`config.mk`:
```
export PLATFORM = sky130hd
export DESIGN_NAME = midi_voice_scheduler
export DESIGN_NICKNAME = d
export VERILOG_FILES = /design/src/rtl/midi_voice_scheduler.sv
export SDC_FILE = /design/constraint.sdc
export NUM_CORES = 1
export LEC_CHECK = 0
export BUFFER_PORTS_ARGS = -buffer_cell sky130_fd_sc_hd__buf_2
export CAP_MARGIN = 40
export CELL_PAD_IN_SITES_DETAIL_PLACEMENT = 1
export CELL_PAD_IN_SITES_GLOBAL_PLACEMENT = 1
export CORE_MARGIN = 8
export CORE_UTILIZATION = 35
export CTS_BUF_LIST = sky130_fd_sc_hd__clkbuf_4 sky130_fd_sc_hd__clkbuf_8
export DETAILED_ROUTE_END_ITERATION = 8
export HOLD_SLACK_MARGIN = 0.06
export PLACE_DENSITY_LB_ADDON = 0.1
export SETUP_SLACK_MARGIN = 0.02
export SLEW_MARGIN = 5
export SYNTH_ARGS = -nofsm -noshare
export SYNTH_HDL_FRONTEND = slang
export SYNTH_SLANG_ARGS = --single-unit
```
`constraint.sdc`:
```
create_clock -name clk_100MHz -period 3.01 [get_ports clk_100MHz]
set_clock_uncertainty 0.2 [all_clocks]
set_input_delay 0.1505 -clock clk_100MHz [delete_from_list [all_inputs] [get_ports clk_100MHz]]
set_output_delay 0.1505 -clock clk_100MHz [all_outputs]
set_load 0.02 [all_outputs]
```
`src/rtl/midi_voice_scheduler.sv`:
```
// midi_voice_scheduler
//
// Allocates MIDI note-on events to a fixed pool of sample-playback voices.
// Incoming events are buffered in a small FIFO. For each event, a small FSM
// scans the voices one per cycle. It then issues a one-cycle start pulse,
// together with the key and velocity, to the chosen voice.
//
// Voice selection priority:
//   1. a busy voice already playing the same key (retrigger)
//   2. the lowest-index free voice
//   3. the oldest busy voice (steal)
//
// Option 3 is only compiled in when MIDI_VOICE_STEAL_EN is defined. Without
// it, an event that finds no target is dropped and counted.
//
// Ports:
//   clk_100MHz      system clock
//   rst_n           synchronous active-low reset
//   midi_valid      one-cycle note-on strobe
//   midi_key        key of the strobed event (7 bits)
//   midi_velocity   velocity of the strobed event (7 bits); 0 = ignored
//   voice_done      per-voice end-of-sample pulse
//   voice_start     per-voice one-cycle start pulse
//   voice_key       latched key per voice, voice i at [7*i +: 7]
//   voice_velocity  latched velocity per voice, voice i at [7*i +: 7]
//   voice_busy      per-voice playing flag
//   dropped_count   saturating count of discarded events
//
// State table:
//   state    | meaning
//   ST_IDLE  | waiting; pops the FIFO head into the event register
//   ST_SCAN  | examines voice[scan_idx], one per cycle, tracking candidates
//   ST_ISSUE | starts the chosen voice (or drops the event), back to IDLE

module midi_voice_scheduler #(
   parameter int VOICE_COUNT = 4,
   parameter int FIFO_DEPTH  = 4,
   parameter int AGE_WIDTH   = 8
) (
   input  logic                     clk_100MHz,
   input  logic                     rst_n,
   input  logic                     midi_valid,
   input  logic [6:0]               midi_key,
   input  logic [6:0]               midi_velocity,
   input  logic [VOICE_COUNT-1:0]   voice_done,
   output logic [VOICE_COUNT-1:0]   voice_start,
   output logic [7*VOICE_COUNT-1:0] voice_key,
   output logic [7*VOICE_COUNT-1:0] voice_velocity,
   output logic [VOICE_COUNT-1:0]   voice_busy,
   output logic [7:0]               dropped_count
);

   localparam int IW = (VOICE_COUNT > 1) ? $clog2(VOICE_COUNT) : 1;
   localparam int PW = $clog2(FIFO_DEPTH);
   localparam int CW = PW + 1;

`ifdef MIDI_VOICE_STEAL_EN
   localparam bit STEAL_EN = 1'b1;
`else
   localparam bit STEAL_EN = 1'b0;
`endif

   typedef enum logic [1:0] {
      ST_IDLE  = 2'd0,
      ST_SCAN  = 2'd1,
      ST_ISSUE = 2'd2
   } state_t;

   state_t                 state_q, state_d;
   logic [IW-1:0]          scan_idx_q, scan_idx_d;
   logic [6:0]             ev_key_q, ev_key_d;
   logic [6:0]             ev_vel_q, ev_vel_d;

   logic                   match_valid_q, match_valid_d;
   logic [IW-1:0]          match_idx_q, match_idx_d;
   logic                   free_valid_q, free_valid_d;
   logic [IW-1:0]          free_idx_q, free_idx_d;
   logic                   old_valid_q, old_valid_d;
   logic [IW-1:0]          old_idx_q, old_idx_d;
   logic [AGE_WIDTH-1:0]   old_age_q, old_age_d;

   logic [13:0]            fifo_mem_q [FIFO_DEPTH];
   logic [13:0]            fifo_mem_d [FIFO_DEPTH];
   logic [PW-1:0]          wr_ptr_q, wr_ptr_d;
   logic [PW-1:0]          rd_ptr_q, rd_ptr_d;
   logic [CW-1:0]          fifo_count_q, fifo_count_d;

   logic [VOICE_COUNT-1:0] busy_q, busy_d;
   logic [6:0]             key_q [VOICE_COUNT];
   logic [6:0]             key_d [VOICE_COUNT];
   logic [6:0]             vel_q [VOICE_COUNT];
   logic [6:0]             vel_d [VOICE_COUNT];
   logic [AGE_WIDTH-1:0]   age_q [VOICE_COUNT];
   logic [AGE_WIDTH-1:0]   age_d [VOICE_COUNT];

   logic [7:0]             dropped_q, dropped_d;

   logic                   pop;
   logic                   push_req;
   logic                   push_ok;
   logic                   fifo_drop;
   logic                   issue_hit;
   logic                   issue_drop;
   logic [IW-1:0]          issue_idx;
   logic [VOICE_COUNT-1:0] start_vec;
   logic [8:0]             drop_sum;

   // ---------------------------------------------------------------- FSM
   always_comb begin
      state_d       = state_q;
      scan_idx_d    = scan_idx_q;
      ev_key_d      = ev_key_q;
      ev_vel_d      = ev_vel_q;
      match_valid_d = match_valid_q;
      match_idx_d   = match_idx_q;
      free_valid_d  = free_valid_q;
      free_idx_d    = free_idx_q;
      old_valid_d   = old_valid_q;
      old_idx_d     = old_idx_q;
      old_age_d     = old_age_q;
      pop           = 1'b0;
      issue_hit     = 1'b0;
      issue_drop    = 1'b0;
      issue_idx     = '0;

      unique case (state_q)
         ST_IDLE: begin
            if (fifo_count_q != '0) begin
               pop                  = 1'b1;
               {ev_key_d, ev_vel_d} = fifo_mem_q[rd_ptr_q];
               scan_idx_d           = '0;
               match_valid_d        = 1'b0;
               match_idx_d          = '0;
               free_valid_d         = 1'b0;
               free_idx_d           = '0;
               old_valid_d          = 1'b0;
               old_idx_d            = '0;
               old_age_d            = '0;
               state_d              = ST_SCAN;
            end
         end

         ST_SCAN: begin
            // Busy is sampled live: a voice freed after its slot is missed.
            if (busy_q[scan_idx_q]) begin
               if (!match_valid_q && (key_q[scan_idx_q] == ev_key_q)) begin
                  match_valid_d = 1'b1;
                  match_idx_d   = scan_idx_q;
               end
               // Strict compare keeps the lowest index on equal ages.
               if (!old_valid_q || (age_q[scan_idx_q] > old_age_q)) begin
                  old_valid_d = 1'b1;
                  old_idx_d   = scan_idx_q;
                  old_age_d   = age_q[scan_idx_q];
               end
            end else if (!free_valid_q) begin
               free_valid_d = 1'b1;
               free_idx_d   = scan_idx_q;
            end

            if (scan_idx_q == IW'(VOICE_COUNT - 1)) begin
               state_d = ST_ISSUE;
            end else begin
               scan_idx_d = scan_idx_q + 1'b1;
            end
         end

         ST_ISSUE: begin
            state_d = ST_IDLE;
            if (match_valid_q) begin
               issue_hit = 1'b1;
               issue_idx = match_idx_q;
            end else if (free_valid_q) begin
               issue_hit = 1'b1;
               issue_idx = free_idx_q;
            end else if (STEAL_EN && old_valid_q) begin
               issue_hit = 1'b1;
               issue_idx = old_idx_q;
            end else begin
               issue_drop = 1'b1;
            end
         end

         default: begin
            state_d = ST_IDLE;
         end
      endcase
   end

   // --------------------------------------------------------------- FIFO
   always_comb begin
      push_req     = midi_valid && (midi_velocity != 7'd0);
      // A pop in the same cycle frees the slot, so a full FIFO still accepts.
      push_ok      = push_req && ((fifo_count_q != CW'(FIFO_DEPTH)) || pop);
      fifo_drop    = push_req && !push_ok;

      fifo_mem_d   = fifo_mem_q;
      wr_ptr_d     = wr_ptr_q;
      rd_ptr_d     = rd_ptr_q;
      fifo_count_d = fifo_count_q + CW'(push_ok) - CW'(pop);

      if (push_ok) begin
         fifo_mem_d[wr_ptr_q] = {midi_key, midi_velocity};
         wr_ptr_d             = wr_ptr_q + PW'(1);
      end
      if (pop) begin
         rd_ptr_d = rd_ptr_q + PW'(1);
      end
   end

   // ------------------------------------------------------------- voices
   always_comb begin
      start_vec = '0;
      busy_d    = busy_q;
      for (int i = 0; i < VOICE_COUNT; i++) begin
         key_d[i] = key_q[i];
         vel_d[i] = vel_q[i];
         age_d[i] = age_q[i];

         start_vec[i] = issue_hit && (issue_idx == IW'(i));

         // A start coinciding with done keeps the voice busy.
         if (start_vec[i]) begin
            busy_d[i] = 1'b1;
         end else if (voice_done[i]) begin
            busy_d[i] = 1'b0;
         end

         if (start_vec[i]) begin
            key_d[i] = ev_key_q;
            vel_d[i] = ev_vel_q;
            age_d[i] = '0;
         end else if (issue_hit && busy_q[i] && (age_q[i] != '1)) begin
            age_d[i] = age_q[i] + 1'b1;
         end
      end
   end

   // ---------------------------------------------------- dropped counter
   always_comb begin
      // FIFO overflow and a targetless issue can land in the same cycle.
      drop_sum = {1'b0, dropped_q} + 9'(fifo_drop) + 9'(issue_drop);
      if (drop_sum > 9'd255) begin
         dropped_d = 8'hFF;
      end else begin
         dropped_d = drop_sum[7:0];
      end
   end

   // ------------------------------------------------------------ outputs
   always_comb begin
      voice_key      = '0;
      voice_velocity = '0;
      for (int i = 0; i < VOICE_COUNT; i++) begin
         voice_key[7*i +: 7]      = key_q[i];
         voice_velocity[7*i +: 7] = vel_q[i];
      end
   end

   assign voice_start   = start_vec;
   assign voice_busy    = busy_q;
   assign dropped_count = dropped_q;

   // ---------------------------------------------------------- registers
   always_ff @(posedge clk_100MHz) begin
      if (!rst_n) begin
         state_q       <= ST_IDLE;
         scan_idx_q    <= '0;
         ev_key_q      <= '0;
         ev_vel_q      <= '0;
         match_valid_q <= 1'b0;
         match_idx_q   <= '0;
         free_valid_q  <= 1'b0;
         free_idx_q    <= '0;
         old_valid_q   <= 1'b0;
         old_idx_q     <= '0;
         old_age_q     <= '0;
         wr_ptr_q      <= '0;
         rd_ptr_q      <= '0;
         fifo_count_q  <= '0;
         busy_q        <= '0;
         dropped_q     <= '0;
         for (int i = 0; i < FIFO_DEPTH; i++) begin
            fifo_mem_q[i] <= '0;
         end
         for (int i = 0; i < VOICE_COUNT; i++) begin
            key_q[i] <= '0;
            vel_q[i] <= '0;
            age_q[i] <= '0;
         end
      end else begin
         state_q       <= state_d;
         scan_idx_q    <= scan_idx_d;
         ev_key_q      <= ev_key_d;
         ev_vel_q      <= ev_vel_d;
         match_valid_q <= match_valid_d;
         match_idx_q   <= match_idx_d;
         free_valid_q  <= free_valid_d;
         free_idx_q    <= free_idx_d;
         old_valid_q   <= old_valid_d;
         old_idx_q     <= old_idx_d;
         old_age_q     <= old_age_d;
         wr_ptr_q      <= wr_ptr_d;
         rd_ptr_q      <= rd_ptr_d;
         fifo_count_q  <= fifo_count_d;
         busy_q        <= busy_d;
         dropped_q     <= dropped_d;
         for (int i = 0; i < FIFO_DEPTH; i++) begin
            fifo_mem_q[i] <= fifo_mem_d[i];
         end
         for (int i = 0; i < VOICE_COUNT; i++) begin
            key_q[i] <= key_d[i];
            vel_q[i] <= vel_d[i];
            age_q[i] <= age_d[i];
         end
      end
   end

endmodule

```
==> report_table.html <==
<table>
<tr><th>Metric</th><th>Value</th></tr>
<tr><th colspan="2">Synth</th></tr>
<tr><td>Syn avg cell area</td><td>9.95 µm²</td></tr>
<tr><td>Fraction of synthesized cell area taken by the top area cell type</td><td>between 40 and 50%</td></tr>
<tr><td>Synth area leaders</td><td>sky130_fd_sc_hd__dfxtp_1, sky130_fd_sc_hd__mux2i_1, sky130_fd_sc_hd__nor2_1</td></tr>
<tr><td>Cell types with the highest counts after synthesis</td><td>sky130_fd_sc_hd__dfxtp_1, sky130_fd_sc_hd__nor2_1, sky130_fd_sc_hd__mux2i_1</td></tr>
<tr><td>Seq/Total Area, Yosys</td><td>48.2%</td></tr>
<tr><td>Synthesized netlist net count</td><td>687</td></tr>
<tr><td>Syn. warnings</td><td>0</td></tr>
<tr><td>Count of flip-flops with a built-in enable after synthesis</td><td>0</td></tr>
<tr><td>Register bit total from synthesis</td><td>157</td></tr>
<tr><td>Dominant register cell in the synthesized netlist</td><td>sky130_fd_sc_hd__dfxtp_1</td></tr>
<tr><td>Number of instances in the synthesized netlist</td><td>656</td></tr>
<tr><td>Ys async rst share</td><td>0%</td></tr>
<tr><td>Cell with the most instances after synthesis</td><td>sky130_fd_sc_hd__dfxtp_1</td></tr>
<tr><td>Post-synthesis cell type with the largest combined area</td><td>sky130_fd_sc_hd__dfxtp_1</td></tr>
<tr><td>Number of unique standard cell types used by synthesis</td><td>47</td></tr>
<tr><td>Post-Synthesis Cell Area</td><td>~6500 µm²</td></tr>
<tr><th colspan="2">Finish</th></tr>
<tr><td>Flip-flop and latch area</td><td>3140 µm²</td></tr>
<tr><td>Antenna diodes</td><td>0</td></tr>
<tr><td>Area taken by multi-input logic gates</td><td>3140 µm²</td></tr>
<tr><td>Final core occ</td><td>42.1%</td></tr>
<tr><td>Number of fill cells in the layout</td><td>between 2000 and 2500</td></tr>
<tr><td>Final net count</td><td>788</td></tr>
<tr><td>Area growth from synthesis to layout</td><td>19.4%</td></tr>
<tr><td>Fraction of final layout cells with drive strength greater than 1</td><td>22.2%</td></tr>
<tr><th colspan="2">Timing</th></tr>
<tr><td>Max Clk Rate</td><td>between 300 and 400 MHz</td></tr>
<tr><td>Final min period</td><td>2.76 ns</td></tr>
<tr><td>Slew HR</td><td>50.4%</td></tr>
<tr><td>Final period util</td><td>91.8%</td></tr>
<tr><td>PnR worst setup slack</td><td>around 0.25 ns</td></tr>
<tr><td>Final slew viol count</td><td>0</td></tr>
<tr><td>Worst Max-Slew Pin Slew</td><td>0.744 ns</td></tr>
<tr><td>Setup-failing EPs final</td><td>0</td></tr>
<tr><td>Number of hold violations in the final report</td><td>0</td></tr>
<tr><td>Setup TNS after final layout</td><td>0 ns</td></tr>
<tr><td>Setup repair after global routing missed its margin</td><td>no</td></tr>
<tr><th colspan="2">Clock tree</th></tr>
<tr><td>Post-CTS setup buffer count</td><td>0</td></tr>
<tr><td>H-tree levels</td><td>4</td></tr>
<tr><td>Num CTS Buffers</td><td>17</td></tr>
<tr><td>Insertion delay to the later sink of the worst-skew pair</td><td>roughly 0.46 ns</td></tr>
<tr><td>Clock tree from TritonCTS</td><td>done</td></tr>
<tr><td>CTS sink count</td><td>between 150 and 200</td></tr>
<tr><td>Worst-case clock buffer depth</td><td>2</td></tr>
<tr><td>Buffer cell driving the clock tree root</td><td>sky130_fd_sc_hd__clkbuf_8</td></tr>
<tr><td>Clock transition at the register clock pins on the worst setup and hold paths after CTS</td><td>0.09 ns</td></tr>
<tr><th colspan="2">Global routing</th></tr>
<tr><td>Total routing resource utilization after global routing</td><td>16.0%</td></tr>
<tr><td>Vias in the first global route</td><td>5417</td></tr>
<tr><td>Largest net degree at the start of global routing</td><td>68</td></tr>
<tr><td>First-pass GRT wire length</td><td>29700 µm</td></tr>
<tr><td>Overflow after GRT</td><td>0</td></tr>
<tr><td>Number of antenna violations at the first check in global routing</td><td>0</td></tr>
<tr><th colspan="2">Power and ir drop</th></tr>
<tr><td>Sw power</td><td>1510 µW</td></tr>
<tr><td>Maximum ir drop on the vdd rail</td><td>0.283 mV</td></tr>
<tr><td>Power per cell area</td><td>~600 nW/µm²</td></tr>
<tr><td>Part of the total power dissipated in sequential elements</td><td>48.7%</td></tr>
<tr><td>Clock power frac</td><td>33.5%</td></tr>
<tr><td>Internal power summed over all cells</td><td>about 3300 µW</td></tr>
<tr><td>Net Sw Frac</td><td>a little under a third</td></tr>
<tr><td>Sum of internal, switching and leakage power</td><td>4810 µW</td></tr>
<tr><td>LEAKAGE</td><td>0.00346 µW</td></tr>
<tr><td>Share of power burned in combinational logic</td><td>17.8%</td></tr>
<tr><th colspan="2">Setup path</th></tr>
<tr><td>Crit path cell chain</td><td>or2_2 &gt; a221oi_4 &gt; inv_1 &gt; ha_1 &gt; inv_1 &gt; ha_1 &gt; inv_1 &gt; fa_1 &gt; xor2_1 &gt; xnor2_1 &gt; nor2_1</td></tr>
<tr><td>R2r worst-path depth</td><td>11</td></tr>
<tr><td>Cell mode on critical path</td><td>sky130_fd_sc_hd__inv_1</td></tr>
<tr><td>Startpoint of the lowest-slack register-to-register path</td><td>state_q[0]$_SDFFE_PN0P_</td></tr>
<tr><td>Arrival time of data at the critical path endpoint</td><td>2.90 ns</td></tr>
<tr><td>Critical path type</td><td>reg2reg</td></tr>
<tr><td>Critical path startpoint category</td><td>flip-flop</td></tr>
<tr><td>Number of buffers and inverters on the critical path</td><td>3</td></tr>
<tr><td>Kind of capture point of the worst setup path</td><td>flip-flop</td></tr>
<tr><td>Slowest cell on the critical path</td><td>sky130_fd_sc_hd__fa_1</td></tr>
<tr><td>Worst reg2reg endpoint</td><td>fifo_count_q[2]$_SDFF_PN0_</td></tr>
<tr><td>Largest fanout on the critical path</td><td>6</td></tr>
<tr><td>Kind of cell with the highest combined delay on the critical path</td><td>adder cells</td></tr>
<tr><td>Highest cell delay on the worst timing path</td><td>0.37 ns</td></tr>
<tr><td>Required @ worst endpoint</td><td>roughly 3.1 ns</td></tr>
<tr><td>Flop2flop setup slack</td><td>roughly 0.25 ns</td></tr>
<tr><th colspan="2">Hold path</th></tr>
<tr><td>Startpoint of the worst hold path</td><td>fifo_mem_q[3]$_SDFFE_PN0P_</td></tr>
<tr><td>Classification of the worst-slack hold path</td><td>reg2reg</td></tr>
<tr><td>Hold-critical path depth</td><td>2</td></tr>
<tr><td>Sink of the worst hold path</td><td>fifo_mem_q[3]$_SDFFE_PN0P_</td></tr>
<tr><th colspan="2">Die</th></tr>
<tr><td>Starting Density</td><td>between 30% and 40%</td></tr>
<tr><td>Die span in x</td><td>between 150 and 200 µm</td></tr>
<tr><td>Total number of placement rows</td><td>50</td></tr>
<tr><td>Ports</td><td>slightly above 90</td></tr>
<tr><td>Area of the die</td><td>23300 µm²</td></tr>
<tr><td>Die Ht</td><td>153 µm</td></tr>
<tr><td>Core Region</td><td>18500 µm²</td></tr>
<tr><th colspan="2">Drt</th></tr>
<tr><td>Via density per instance</td><td>5.00</td></tr>
<tr><td>Count of vias placed by the detailed router</td><td>5016</td></tr>
<tr><td>Final routed wirelength across all metal layers</td><td>between 15000 and 20000 µm</td></tr>
<tr><td>ANT nets after route</td><td>0</td></tr>
<tr><td>Wire length per cell after detailed routing</td><td>18.0 µm</td></tr>
<tr><td>DRT iter0 DRCs</td><td>204</td></tr>
<tr><td>Iteration count of the initial detailed-routing pass</td><td>4</td></tr>
<tr><td>DR DRC count</td><td>0</td></tr>
<tr><th colspan="2">Placement</th></tr>
<tr><td>Port Buffers</td><td>92</td></tr>
<tr><td>Worst-case setup slack after placement</td><td>between 0.2 and 0.25 ns</td></tr>
<tr><td>Post-detail-place hpwl</td><td>~13000 µm</td></tr>
<tr><td>Final weighted congestion in routability-driven placement</td><td>0.767</td></tr>
<tr><th colspan="2">Job</th></tr>
<tr><td>Number of violations of the max-capacitance limit</td><td>0</td></tr>
<tr><th colspan="2">Run status</th></tr>
<tr><td>Run status</td><td>complete, no violations</td></tr>
</table>
==> worst register-to-register path: stages, from the launching register on <==
cell                       delay, ns
sky130_fd_sc_hd__dfxtp_1        0.35
sky130_fd_sc_hd__or2_2          0.35
sky130_fd_sc_hd__a221oi_4       0.30
sky130_fd_sc_hd__inv_1          0.12
sky130_fd_sc_hd__ha_1           0.29
sky130_fd_sc_hd__inv_1          0.06
sky130_fd_sc_hd__ha_1           0.13
sky130_fd_sc_hd__inv_1          0.05
sky130_fd_sc_hd__fa_1           0.37
sky130_fd_sc_hd__xor2_1         0.21
sky130_fd_sc_hd__xnor2_1        0.17
sky130_fd_sc_hd__nor2_1         0.05
==> state kept, by name, indices dropped and copies added (netlist names), 3 cells and up, named ones only <==
signal,count
fifo_mem_q,56
key_q,28
vel_q,28
dropped_count,8
ev_key_q,7
ev_vel_q,7
voice_busy,4
fifo_count_q,3
==> worst max-delay path by stage <==
stage	depth (start not counted)	endpoint	from	slack (ns)
2_1_floorplan	13	fifo_count_q[2]$_SDFF_PN0_	state_q[0]$_SDFFE_PN0P_	0.09
3_3_place_gp	11	fifo_count_q[2]$_SDFF_PN0_	state_q[0]$_SDFFE_PN0P_	0.40
3_5_place_dp	11	fifo_count_q[2]$_SDFF_PN0_	state_q[0]$_SDFFE_PN0P_	0.23
4_1_cts	11	fifo_count_q[2]$_SDFF_PN0_	state_q[0]$_SDFFE_PN0P_	0.22
5_1_grt	11	fifo_count_q[2]$_SDFF_PN0_	state_q[0]$_SDFFE_PN0P_	0.06
6_report	11	fifo_count_q[2]$_SDFF_PN0_	state_q[0]$_SDFFE_PN0P_	0.25
==> layout by cell type, fill, tap and decap left out, types with 2 or more instances in the layout <==
cell type	Yosys	final
sky130_fd_sc_hd__nand2_1	70	70
sky130_fd_sc_hd__ha_1	8	8
sky130_fd_sc_hd__buf_4	4	11
sky130_fd_sc_hd__xor2_1	6	6
sky130_fd_sc_hd__nor2_2	2	2
sky130_fd_sc_hd__mux2i_1	90	90
sky130_fd_sc_hd__fa_1	2	2
sky130_fd_sc_hd__dlygate4sd3_1	0	20
sky130_fd_sc_hd__mux4_2	16	16
sky130_fd_sc_hd__bufinv_16	0	2
sky130_fd_sc_hd__dfxtp_1	157	157
sky130_fd_sc_hd__nand2_2	6	6
sky130_fd_sc_hd__nand2b_1	5	5
sky130_fd_sc_hd__nor2b_1	2	2
sky130_fd_sc_hd__and3_1	2	2
sky130_fd_sc_hd__xnor2_1	7	7
sky130_fd_sc_hd__nand4_1	2	2
sky130_fd_sc_hd__nor3_1	3	3
sky130_fd_sc_hd__inv_6	0	6
sky130_fd_sc_hd__clkbuf_8	0	17
sky130_fd_sc_hd__buf_2	7	92
sky130_fd_sc_hd__and2_1	4	4
sky130_fd_sc_hd__mux4_1	6	6
sky130_fd_sc_hd__or2_2	2	2
sky130_fd_sc_hd__a21oi_1	59	59
sky130_fd_sc_hd__nand3_1	32	32
sky130_fd_sc_hd__clkinvlp_4	0	4
sky130_fd_sc_hd__nor3b_1	3	3
sky130_fd_sc_hd__inv_1	13	13
sky130_fd_sc_hd__clkinv_2	0	2
sky130_fd_sc_hd__nor2_1	98	98
==> routing by layer <==
metal	part of all wire [%]	vias to the layer above	track usage, %
li1	-	2432	-
met1	46	2490	19.3
met2	49	82	27.6
met3	3.8	12	4.23
met4	0.71	0	4.52
met5	0	-	0
==> power groups by stage <==
stage / sequential, µW / combinational (µW) / clock (µW)
finish: 2340 / 857 / 1610
global route: 2360 / 952 / 1750
CTS: 2340 / 869 / 1660
detailed placement: 2390 / 845 / 0
global placement: 2390 / 817 / 0
floorplan: 2300 / 648 / 0
==> cells by family after synthesis <==
group	after synthesis	share of synthesized area, %
mux	113	21.9
flops	157	48.2
compound gates	65	5.56
fa+ha+maj	10	2.15
xor+xnor	14	1.99
buf+inv	57	3.76
simple gates	240	16.5
==> timing repair <==
| action | 4_1_cts | 5_1_grt |
|---|---|---|
| endpoints found under the hold margin | 68 | 0 |
| hold buffers | 20 | 0 |
| resized for setup | 0 | 0 |
==> per-stage QoR <==
stage,hold WS (ns),std cells,instance area [µm²]
after global routing,0.278,1004,7790
final,0.260,1004,7790
after CTS,0.260,1004,7790
after detailed placement,0.230,952,7190
after floorplan,0.0944,656,6530
after global placement,0.226,952,7190
==> final cells by class <==
cell class | count | share of cell area (%)
flip-flops and latches | 157 | 40.3
multi-input cells | 442 | 40.3
repair buffers | 124 | 9.80
well taps | 234 | 3.76
clock buffers | 17 | 3.00
clock inverters | 15 | 2.07
inverters | 15 | 0.755
Power figures use the tool's default switching activity.
